==> src/rtl/mem_arbiter_if.sv <==
// mem_arbiter_if: bundles the instruction-fetch, data-memory and byte-wide
// RAM signals that the memory arbiter sits between.
//   if_*  : 4-byte fetch request / completion from the IF stage
//   mem_* : 1/2/4-byte load/store request / completion from the MEM stage
//   ram_* : single byte-wide RAM port driven by the arbiter
// Modports:
//   slave  : the arbiter's view (serves IF/MEM, drives the RAM port)
//   master : the environment's view (requesters and the RAM)
interface mem_arbiter_if #(
    parameter int ADDR_WIDTH = 32,
    parameter int DATA_WIDTH = 32
);
    logic                  if_req;
    logic [ADDR_WIDTH-1:0] if_addr;
    logic [DATA_WIDTH-1:0] if_data;
    logic                  if_done;

    logic                  mem_req;
    logic                  mem_we;
    logic [2:0]            mem_len;
    logic [ADDR_WIDTH-1:0] mem_addr;
    logic [DATA_WIDTH-1:0] mem_wdata;
    logic [DATA_WIDTH-1:0] mem_rdata;
    logic                  mem_done;

    logic [7:0]            ram_din;
    logic [7:0]            ram_dout;
    logic [ADDR_WIDTH-1:0] ram_a;
    logic                  ram_wr;

    modport slave (
        input  if_req, if_addr, mem_req, mem_we, mem_len, mem_addr, mem_wdata, ram_din,
        output if_data, if_done, mem_rdata, mem_done, ram_dout, ram_a, ram_wr
    );

    modport master (
        output if_req, if_addr, mem_req, mem_we, mem_len, mem_addr, mem_wdata, ram_din,
        input  if_data, if_done, mem_rdata, mem_done, ram_dout, ram_a, ram_wr
    );
endinterface

==> src/rtl/mem_arbiter.sv <==
// mem_arbiter: owns the single byte-wide RAM port and shares it between
// instruction fetch (IF) and the data memory stage (MEM). Multi-byte accesses
// are serialised into byte transfers and assembled little-endian; the whole
// word is returned to the requester with a one-cycle done pulse.
// Ports:
//   clk         : system clock, all state changes on rising edge
//   rst         : synchronous active-high reset (wins over rdy)
//   rdy         : global enable; low freezes all state and outputs
//   jump_or_not : taken jump; ignores if_req in IDLE, aborts an IF read
//   bus         : mem_arbiter_if.slave (IF, MEM and RAM signal groups)
//
// state | meaning
// IDLE  | arbitrating; MEM has priority over IF
// READ  | collecting one RAM byte per cycle into rd_buf
// WRITE | emitting one store byte per cycle on the RAM port
// DONE  | done pulse visible for one cycle, requests not sampled
module mem_arbiter #(
    parameter int ADDR_WIDTH = 32,
    parameter int DATA_WIDTH = 32
) (
    input  logic          clk,
    input  logic          rst,
    input  logic          rdy,
    input  logic          jump_or_not,
    mem_arbiter_if.slave  bus
);
    typedef enum logic [1:0] {IDLE, READ, WRITE, DONE} state_t;

    localparam logic OWNER_IF  = 1'b0;
    localparam logic OWNER_MEM = 1'b1;

    state_t                state, state_nxt;
    logic                  owner, owner_nxt;
    logic [ADDR_WIDTH-1:0] base, base_nxt;
    logic [2:0]            len, len_nxt;
    logic [2:0]            cnt, cnt_nxt;
    logic [DATA_WIDTH-1:0] wdata, wdata_nxt;
    logic [DATA_WIDTH-1:0] rd_buf, rd_buf_nxt, rd_buf_cap;
    logic [1:0]            byte_idx;

    logic [DATA_WIDTH-1:0] if_data_nxt, mem_rdata_nxt;
    logic                  if_done_nxt, mem_done_nxt;
    logic [7:0]            ram_dout_nxt;
    logic [ADDR_WIDTH-1:0] ram_a_nxt;
    logic                  ram_wr_nxt;

    always_ff @(posedge clk) begin
        if (rst) begin
            state         <= IDLE;
            owner         <= OWNER_IF;
            base          <= '0;
            len           <= '0;
            cnt           <= '0;
            wdata         <= '0;
            rd_buf        <= '0;
            bus.if_data   <= '0;
            bus.if_done   <= 1'b0;
            bus.mem_rdata <= '0;
            bus.mem_done  <= 1'b0;
            bus.ram_dout  <= '0;
            bus.ram_a     <= '0;
            bus.ram_wr    <= 1'b0;
        end else if (rdy) begin
            state         <= state_nxt;
            owner         <= owner_nxt;
            base          <= base_nxt;
            len           <= len_nxt;
            cnt           <= cnt_nxt;
            wdata         <= wdata_nxt;
            rd_buf        <= rd_buf_nxt;
            bus.if_data   <= if_data_nxt;
            bus.if_done   <= if_done_nxt;
            bus.mem_rdata <= mem_rdata_nxt;
            bus.mem_done  <= mem_done_nxt;
            bus.ram_dout  <= ram_dout_nxt;
            bus.ram_a     <= ram_a_nxt;
            bus.ram_wr    <= ram_wr_nxt;
        end
    end

    // Byte captured this cycle belongs to the address issued for cnt-1.
    always_comb begin
        byte_idx   = cnt[1:0] - 2'd1;
        rd_buf_cap = rd_buf;
        rd_buf_cap[{byte_idx, 3'b000} +: 8] = bus.ram_din;
    end

    always_comb begin
        state_nxt     = state;
        owner_nxt     = owner;
        base_nxt      = base;
        len_nxt       = len;
        cnt_nxt       = cnt;
        wdata_nxt     = wdata;
        rd_buf_nxt    = rd_buf;
        if_data_nxt   = bus.if_data;
        if_done_nxt   = 1'b0;
        mem_rdata_nxt = bus.mem_rdata;
        mem_done_nxt  = 1'b0;
        ram_dout_nxt  = bus.ram_dout;
        ram_a_nxt     = bus.ram_a;
        ram_wr_nxt    = 1'b0;

        case (state)
            IDLE: begin
                if (bus.mem_req) begin
                    owner_nxt = OWNER_MEM;
                    base_nxt  = bus.mem_addr;
                    len_nxt   = bus.mem_len;
                    wdata_nxt = bus.mem_wdata;
                    ram_a_nxt = bus.mem_addr;
                    cnt_nxt   = 3'd1;
                    if (bus.mem_we) begin
                        state_nxt    = WRITE;
                        ram_dout_nxt = bus.mem_wdata[7:0];
                        ram_wr_nxt   = 1'b1;
                    end else begin
                        state_nxt  = READ;
                        rd_buf_nxt = '0;
                    end
                end else if (bus.if_req && !jump_or_not) begin
                    owner_nxt  = OWNER_IF;
                    base_nxt   = bus.if_addr;
                    len_nxt    = 3'd4;
                    ram_a_nxt  = bus.if_addr;
                    cnt_nxt    = 3'd1;
                    rd_buf_nxt = '0;
                    state_nxt  = READ;
                end
            end
            READ: begin
                if (owner == OWNER_IF && jump_or_not) begin
                    state_nxt = IDLE;
                end else begin
                    rd_buf_nxt = rd_buf_cap;
                    if (cnt < len) begin
                        ram_a_nxt = base + ADDR_WIDTH'(cnt);
                        cnt_nxt   = cnt + 3'd1;
                    end else begin
                        state_nxt = DONE;
                        if (owner == OWNER_MEM) begin
                            mem_rdata_nxt = rd_buf_cap;
                            mem_done_nxt  = 1'b1;
                        end else begin
                            if_data_nxt = rd_buf_cap;
                            if_done_nxt = 1'b1;
                        end
                    end
                end
            end
            WRITE: begin
                if (cnt < len) begin
                    ram_a_nxt    = base + ADDR_WIDTH'(cnt);
                    ram_dout_nxt = wdata[{cnt[1:0], 3'b000} +: 8];
                    ram_wr_nxt   = 1'b1;
                    cnt_nxt      = cnt + 3'd1;
                end else begin
                    state_nxt    = DONE;
                    mem_done_nxt = 1'b1;
                end
            end
            DONE: begin
                state_nxt = IDLE;
            end
            default: begin
                state_nxt = IDLE;
            end
        endcase
    end

    a_mem_len_legal: assert property (@(posedge clk) disable iff (rst)
        (rdy && state == IDLE && bus.mem_req) |->
        (bus.mem_len == 3'd1 || bus.mem_len == 3'd2 || bus.mem_len == 3'd4));

    a_ram_wr_only_in_write: assert property (@(posedge clk) disable iff (rst)
        bus.ram_wr |-> (state == WRITE));
endmodule
==> src/flat_wrapper.sv <==
// flat-port wrapper written by rule: the top's interface ports become plain ports
module mem_arbiter_flat 
#(
    parameter int ADDR_WIDTH = 32,
    parameter int DATA_WIDTH = 32
)
  (clk, rst, rdy, jump_or_not, bus_if_req, bus_if_addr, bus_mem_req, bus_mem_we, bus_mem_len, bus_mem_addr, bus_mem_wdata, bus_ram_din, bus_if_data, bus_if_done, bus_mem_rdata, bus_mem_done, bus_ram_dout, bus_ram_a, bus_ram_wr);
  mem_arbiter_if #(.ADDR_WIDTH(ADDR_WIDTH), .DATA_WIDTH(DATA_WIDTH)) bus_i ();
  input  logic clk;
  input  logic rst;
  input  logic rdy;
  input  logic jump_or_not;
  input wire logic [$bits(bus_i.if_req)-1:0] bus_if_req;
  input wire logic [$bits(bus_i.if_addr)-1:0] bus_if_addr;
  input wire logic [$bits(bus_i.mem_req)-1:0] bus_mem_req;
  input wire logic [$bits(bus_i.mem_we)-1:0] bus_mem_we;
  input wire logic [$bits(bus_i.mem_len)-1:0] bus_mem_len;
  input wire logic [$bits(bus_i.mem_addr)-1:0] bus_mem_addr;
  input wire logic [$bits(bus_i.mem_wdata)-1:0] bus_mem_wdata;
  input wire logic [$bits(bus_i.ram_din)-1:0] bus_ram_din;
  output wire logic [$bits(bus_i.if_data)-1:0] bus_if_data;
  output wire logic [$bits(bus_i.if_done)-1:0] bus_if_done;
  output wire logic [$bits(bus_i.mem_rdata)-1:0] bus_mem_rdata;
  output wire logic [$bits(bus_i.mem_done)-1:0] bus_mem_done;
  output wire logic [$bits(bus_i.ram_dout)-1:0] bus_ram_dout;
  output wire logic [$bits(bus_i.ram_a)-1:0] bus_ram_a;
  output wire logic [$bits(bus_i.ram_wr)-1:0] bus_ram_wr;
  assign bus_i.if_req = bus_if_req;
  assign bus_i.if_addr = bus_if_addr;
  assign bus_i.mem_req = bus_mem_req;
  assign bus_i.mem_we = bus_mem_we;
  assign bus_i.mem_len = bus_mem_len;
  assign bus_i.mem_addr = bus_mem_addr;
  assign bus_i.mem_wdata = bus_mem_wdata;
  assign bus_i.ram_din = bus_ram_din;
  assign bus_if_data = bus_i.if_data;
  assign bus_if_done = bus_i.if_done;
  assign bus_mem_rdata = bus_i.mem_rdata;
  assign bus_mem_done = bus_i.mem_done;
  assign bus_ram_dout = bus_i.ram_dout;
  assign bus_ram_a = bus_i.ram_a;
  assign bus_ram_wr = bus_i.ram_wr;
  mem_arbiter #(.ADDR_WIDTH(ADDR_WIDTH), .DATA_WIDTH(DATA_WIDTH)) u_core (.clk(clk), .rst(rst), .rdy(rdy), .jump_or_not(jump_or_not), .bus(bus_i));
endmodule
==> config.mk <==
export PLATFORM = sky130hd
export DESIGN_NAME = mem_arbiter_flat
export DESIGN_NICKNAME = d
export VERILOG_FILES = /design/src/rtl/mem_arbiter_if.sv /design/src/rtl/mem_arbiter.sv /design/src/flat_wrapper.sv
export SDC_FILE = /design/constraint.sdc
export NUM_CORES = 1
export LEC_CHECK = 0
export CELL_PAD_IN_SITES_DETAIL_PLACEMENT = 2
export CELL_PAD_IN_SITES_GLOBAL_PLACEMENT = 2
export CORE_UTILIZATION = 29
export DETAILED_ROUTE_END_ITERATION = 16
export GPL_TIMING_DRIVEN = 0
export PLACE_DENSITY_LB_ADDON = 0.1
export SETUP_SLACK_MARGIN = 0.05
export SYNTH_ARGS = -nofsm -noshare
export SYNTH_HDL_FRONTEND = slang
export SYNTH_SLANG_ARGS = --single-unit
==> constraint.sdc <==
create_clock -name clk -period 2.72 [get_ports clk]
set_input_delay 0.68 -clock clk [delete_from_list [all_inputs] [get_ports clk]]
set_output_delay 0.68 -clock clk [all_outputs]
set_load 0.05 [all_outputs]
* After elaboration in Yosys (flattened, before gate mapping) *
Cells that the tools add are included.

cells by class
  shifts and indexed selects = 3
  bitwise operators = 3
  equal/unequal tests = 9
  add/subtract/negate cells = 4
  $lt $le $gt $ge = 1
  muxes and demuxes = 43
  reduce and logical (&&, ||, !) cells = 16

operator list
  operator                  number
  $mux W32                  8
  $pmux W32 S3              1
  $pmux W32 S2              1
  $add A32 B3 Y32           1
  $bwmux W32                1
  $shift A8 B7 Y32 const A  1
  $shiftx A32 B6 Y8         1
  $shiftx A8 B7 Y32         1
  $mux W8                   3
  $reduce_and A5 Y1         4
  $mux W3                   6
  $pmux W8 S2               1
  $mux W1                   13
  $mux W2                   5
  $pmux W3 S3               1
  $pmux W2 S4               1
  $neg A5 Y7                1
  $ne A2 B2 Y1 const B      3
  $reduce_and A3 Y1         2
  $reduce_bool A2 Y1        3
  $eq A2 B2 Y1 const B      2
  $pmux W1 S2               2
  $reduce_and A4 Y1         1
  $add A3 B1 Y3 const B     1
  12 further kinds          15

storage, ports and cells
  output and inout bits = 107
  register bits = 212
  logic and storage cells = 93
  bits of input ports = 114

* Depth between registers and ports, before layout *
Gate-level depths: netlist of run 1.

  depth in word-level cells = 6
  depth in mapped cells = 10
  depth with buffers taken out = 8

* Least setup slack after synthesis of run 1 *
Ideal clock, no wire load.

  kind = reg2reg
  start = reg u_core.cnt[0]
  end = reg u_core.rd_buf[24]
  setup time = 0.065 ns
  arrival time = 2.317 ns
  period minus slack after synthesis = 2.382 ns
  stages on the path, launching flop included = 10
  path buffers = 2
  data required time = 2.655 ns
  path slack = 0.338 ns
  cell sequence = dfxtp_1 buf_6 buf_2 inv_1 ha_1 nor4b_2 a21oi_1 nor4_1 a21oi_1 nor2_1

on the way
  longest elaborated chain between the ends = 6
  elaborated cells between the ends (all ways) = 7
  classes of those cells = 2 x add/sub; 2 x shift; 3 x mux

RTL lines
  element                                                line                RTL
  start: declaration                                     mem_arbiter.sv:36   logic [2:0] cnt, cnt_nxt;
  start signal: assignment                               mem_arbiter.sv:68   cnt <= cnt_nxt;
  $sub A2 B1 Y2 *                                        mem_arbiter.sv:83   byte_idx = cnt[1:0] - 2'd1;
  $neg A5 Y7 *                                           mem_arbiter.sv:85   rd_buf_cap[{byte_idx, 3'b000} +: 8] = bus.ram_din;
  $shiftx A8 B7 Y32 or $shift A8 B7 Y32 (tied branches)  mem_arbiter.sv:85
  $bwmux W32 *                                           mem_arbiter.sv:85
  $mux W32 *                                             mem_arbiter.sv:132  if (owner == OWNER_IF && jump_or_not) begin
  $pmux W32 S2 *                                         mem_arbiter.sv:104  case (state)
  end signal: assignment                                 mem_arbiter.sv:70   rd_buf <= rd_buf_nxt;
  end: declaration                                       mem_arbiter.sv:38   logic [DATA_WIDTH-1:0] rd_buf, rd_buf_nxt, rd_buf_cap;

Mark *: on every way between the ends. The rest lies on a longest branch, timed or not. The select of a mux whose other input is x is not followed.
A chain may end at the register's enable or synchronous reset.

* Final worst setup path of run 1 *
  start = reg u_core.cnt[0]
  end = reg u_core.rd_buf[12]

The elaborated chain is that of the path after synthesis.

==> metrics.yaml, run 1 <==
outcome: "finished clean"
cts.clk_slew.worst_paths_ns: 0.06
slew_headroom_pct: 41.6
switching_share_pct: 31.4
cts_root_buffer: "clkbuf_16"
routed_wire_length_per_instance_um: 20.8
ys_async_sr_fraction_pct: 0
seq_area_frac_synth_pct: 44.4
commonest_cells_after_routing_fill_and_taps_aside: "219 x clkdlybuf4s50_1, 209 x dfxtp_1, 160 x nor2_1"
power.share.sequential_pct: 39.1
crit_arrival_ns: 3.03
internal_power_mw: 6.04
first_pass_iters: 4
grt_max_degree: 14
finalCritPeriodShare_pct: 94.2
grt_first_pass_wirelength_um: 59300
setup_viol: 0
post_detailed_placement_half_perimeter_wirelength_um: 28600
htree_num_levels: 1
synth_cell_types: 57
design.die.area_um2: 33700
crit_path_end_kind: "flip-flop"
final.min_clock_period_ns: 2.56
first_global_vias: 10186
hold_viol_final: 0
drc: 0
mostFrequentLayoutCell: "clkdlybuf4s50_1"
start_util_pct: 29.4
hold_start: "u_core.rd_buf[22]"
mappedNetlistArea_um2: 9570
route.final.wire_length_um: 38000
r2r-start: "u_core.cnt[0]"
timing_max_transition_violations_final: 0
critPathRequiredTime_ns: 3.19
clk_path_buf_depth: 3
floorplan.core_area_um2: 32500
ranking_of_synthesized_cells_by_area: "dfxtp_1 44%, a211oi_1 8.2%, a21oi_1 7.1%"
dieHeight_um: 184
yosysTopAreaCell: "dfxtp_1"
place.port_buffers: 219
routabilityCongestion: 0.792
dp_worst_setup_slack_ns: -0.843
cts_hold_repair.buffers: 0
critPathKind: "reg -> reg"
yosysTopAreaCellShare_pct: 44.4
grt_util_all_layers_pct: 22.7
cp_max_fo: 10
worst_hold_path_type: "reg -> reg"
holdPathStages: 2
postSynthRegisterBits: 212
clock_latency_ns: 0.54
final.setup.worst_slack_ns: 0.156
layout-drive-gt1-share_pct: 8.86
depth_of_the_most_critical_reg_to_reg_path: 10
postSynthCellCount: 1120
ant_nets: 0
synth.yosys.warnings: 0
achievable-frequency_mhz: 390
nets: 1502
core.rowCount: 66
seqCellArea_um2: 4250
whs_ns: 0.455
clkPwrFrac_pct: 39.0
timing.hold.worst_endpoint: "u_core.rd_buf[22]"
cts.sink_count: 212
cts_made_buffers: 26
power.combinational.fraction_pct: 21.9
regToRegSetupSlack_ns: 0.16
grt_setup_unrepaired: "yes"
detailed_route_iter0_violations: 379
synth_enable_flop_cells: 0
finClkSkew_ns: 0.0187
synthesis.area_per_instance_um2: 8.54
multi_input_comb_area_um2: 5010
max-cap-violations: 0
endpoint_of_the_most_critical_register_to_register_path: "u_core.rd_buf[12]"
synth_flop_cell: "dfxtp_1"
p_leak_nw: 4.61
power_switching_mw: 2.77
cts_tree: "done"
tightestPinTransition_ns: 0.868
die_width_um: 184
number_of_antenna_violations_at_the_first_check_in_global_routing: 3
mappedNetlistNets: 1251
globalRoute.totalOverflow: 0
power_per_unit_of_standard_cell_area_nw_per_um2: 661
via_density: 5.13
worstSetupStartpointType: "flip-flop"
pin_count: 221
fillers: 3685
dr_total_vias: 9384
syn2layout_area_growth_pct: 39.3
ir_drop_mv: 0.427
[kinds of logic after synthesis]
kind of cell,share of synthesized area (%)
and+or+nand+nor,19.9
AOI/OAI and AO/OA,19.4
DFF,44.4
buffers and inverters,4.24
muxes,7.23
xor gates and xnor gates,2.65
adders and majority gates,2.30
[layer usage]
layer	GRT usage (%)	vias up	part of all wire (%)
met2	40.2	211	49
met4	7.30	4	3.2
met5	0	-	0.068
met1	28.1	4638	43
li1	-	4463	-
met3	3.33	68	4.2
[cells in the mapped netlist (2+ instances only)]
cell	number
a211oi_1	104
mux2i_1	41
ha_1	16
and3_1	8
nand3b_1	5
mux4_2	8
nor4_2	2
xnor2_1	17
a22o_1	2
a21oi_1	135
or3_1	2
o21ai_0	18
nor4_1	29
buf_2	21
xor2_1	12
nand3_1	10
dfxtp_1	212
nand2b_1	13
mux2_2	9
clkbuf_1	54
nor2b_1	34
nor2_1	161
nor3_1	13
nand2_1	118
o211ai_1	3
a22oi_1	11
buf_1	8
nand4_1	5
inv_1	11
o22ai_1	9
and2_1	3
[power by group through the flow]
stage          combinational [mW]  sequential (mW)  clock, mW
2_1_floorplan               0.792             3.80          0
3_3_place_gp                 1.84             3.50          0
3_5_place_dp                 1.88             3.51          0
4_1_cts                      1.93             3.45       3.52
5_1_grt                      2.08             3.47       3.63
6_report                     1.93             3.45       3.44
[registers in the layout (all words and copies together), names as in the netlist, 2 cells and up]
signal	flops
u_core.bus.mem_rdata	32
u_core.rd_buf	32
u_core.bus.ram_a	32
u_core.state	2
u_core.len	3
u_core.base	32
u_core.wdata	32
u_core.bus.ram_dout	8
u_core.cnt	3
u_core.bus.if_data	32
[critical path, stage by stage (launching register included)]
cell,delay (ns)
dfxtp_2,0.40
buf_6,0.18
buf_6,0.19
inv_1,0.09
ha_2,0.41
nor4bb_2,0.27
clkbuf_4,0.26
a21oi_1,0.16
nor4_2,0.32
a21oi_1,0.08
nor2_1,0.13
[metrics by stage]
stage / util [%] / power [mW] / TNS, ns / cell area [um2] / instances
6_report: 41.0 / 8.81 / 0 / 13300 / 1831
4_1_cts: 40.8 / 8.90 / 0 / 13300 / 1829
3_3_place_gp: 37.8 / 5.35 / -78.92 / 12300 / 1781
5_1_grt: 41.0 / 9.18 / 0 / 13300 / 1831
2_1_floorplan: - / 4.60 / 0 / 9570 / 1120
3_5_place_dp: 37.8 / 5.39 / -91.68 / 12300 / 1781
[how the worst max path moves through the flow]
stage	startpoint	endpoint	slack (ns)	cells after the start
2_1_floorplan	u_core.cnt[0]	u_core.rd_buf[24]	0.34	9
3_3_place_gp	bus_mem_req	u_core.wdata[18]	-0.68	7
3_5_place_dp	bus_mem_req	u_core.wdata[30]	-0.84	7
4_1_cts	u_core.state[1]	u_core.bus.ram_a[28]	0.07	8
5_1_grt	u_core.cnt[0]	u_core.rd_buf[15]	0.04	10
6_report	u_core.cnt[0]	u_core.rd_buf[12]	0.16	10
[timing repair]
item,CTS,global route
resized for setup,31,13
pin swaps,2,2
endpoints found under the setup margin,170,89
setup buffers,4,1
hold endpoints to repair,0,0
[cell type report]
| class | instances | area share [%] |
|---|---|---|
| multi-input cells | 810 | 37.6 |
| flip-flops and latches | 212 | 31.9 |
| repair buffers | 224 | 16.7 |
| clock buffers | 36 | 5.46 |
| well taps | 442 | 4.15 |
| plain buffers | 84 | 2.98 |
| clock inverters | 9 | 0.836 |
| inverters | 13 | 0.366 |
| diodes | 1 | 0.0188 |
(Power assumes the default switching activity.)
==> run 2, diff against run 1 <==
--- a/config.mk
+++ b/config.mk
@@ -5,6 +5,7 @@
 export SDC_FILE = /design/constraint.sdc
 export NUM_CORES = 1
 export LEC_CHECK = 0
+export ABC_CLOCK_PERIOD_IN_PS = 2720
 export CELL_PAD_IN_SITES_DETAIL_PLACEMENT = 2
 export CELL_PAD_IN_SITES_GLOBAL_PLACEMENT = 2
 export CORE_UTILIZATION = 29
==> results of run 2 <==
Final layout, timing and power as in run 1 (identical DEF).
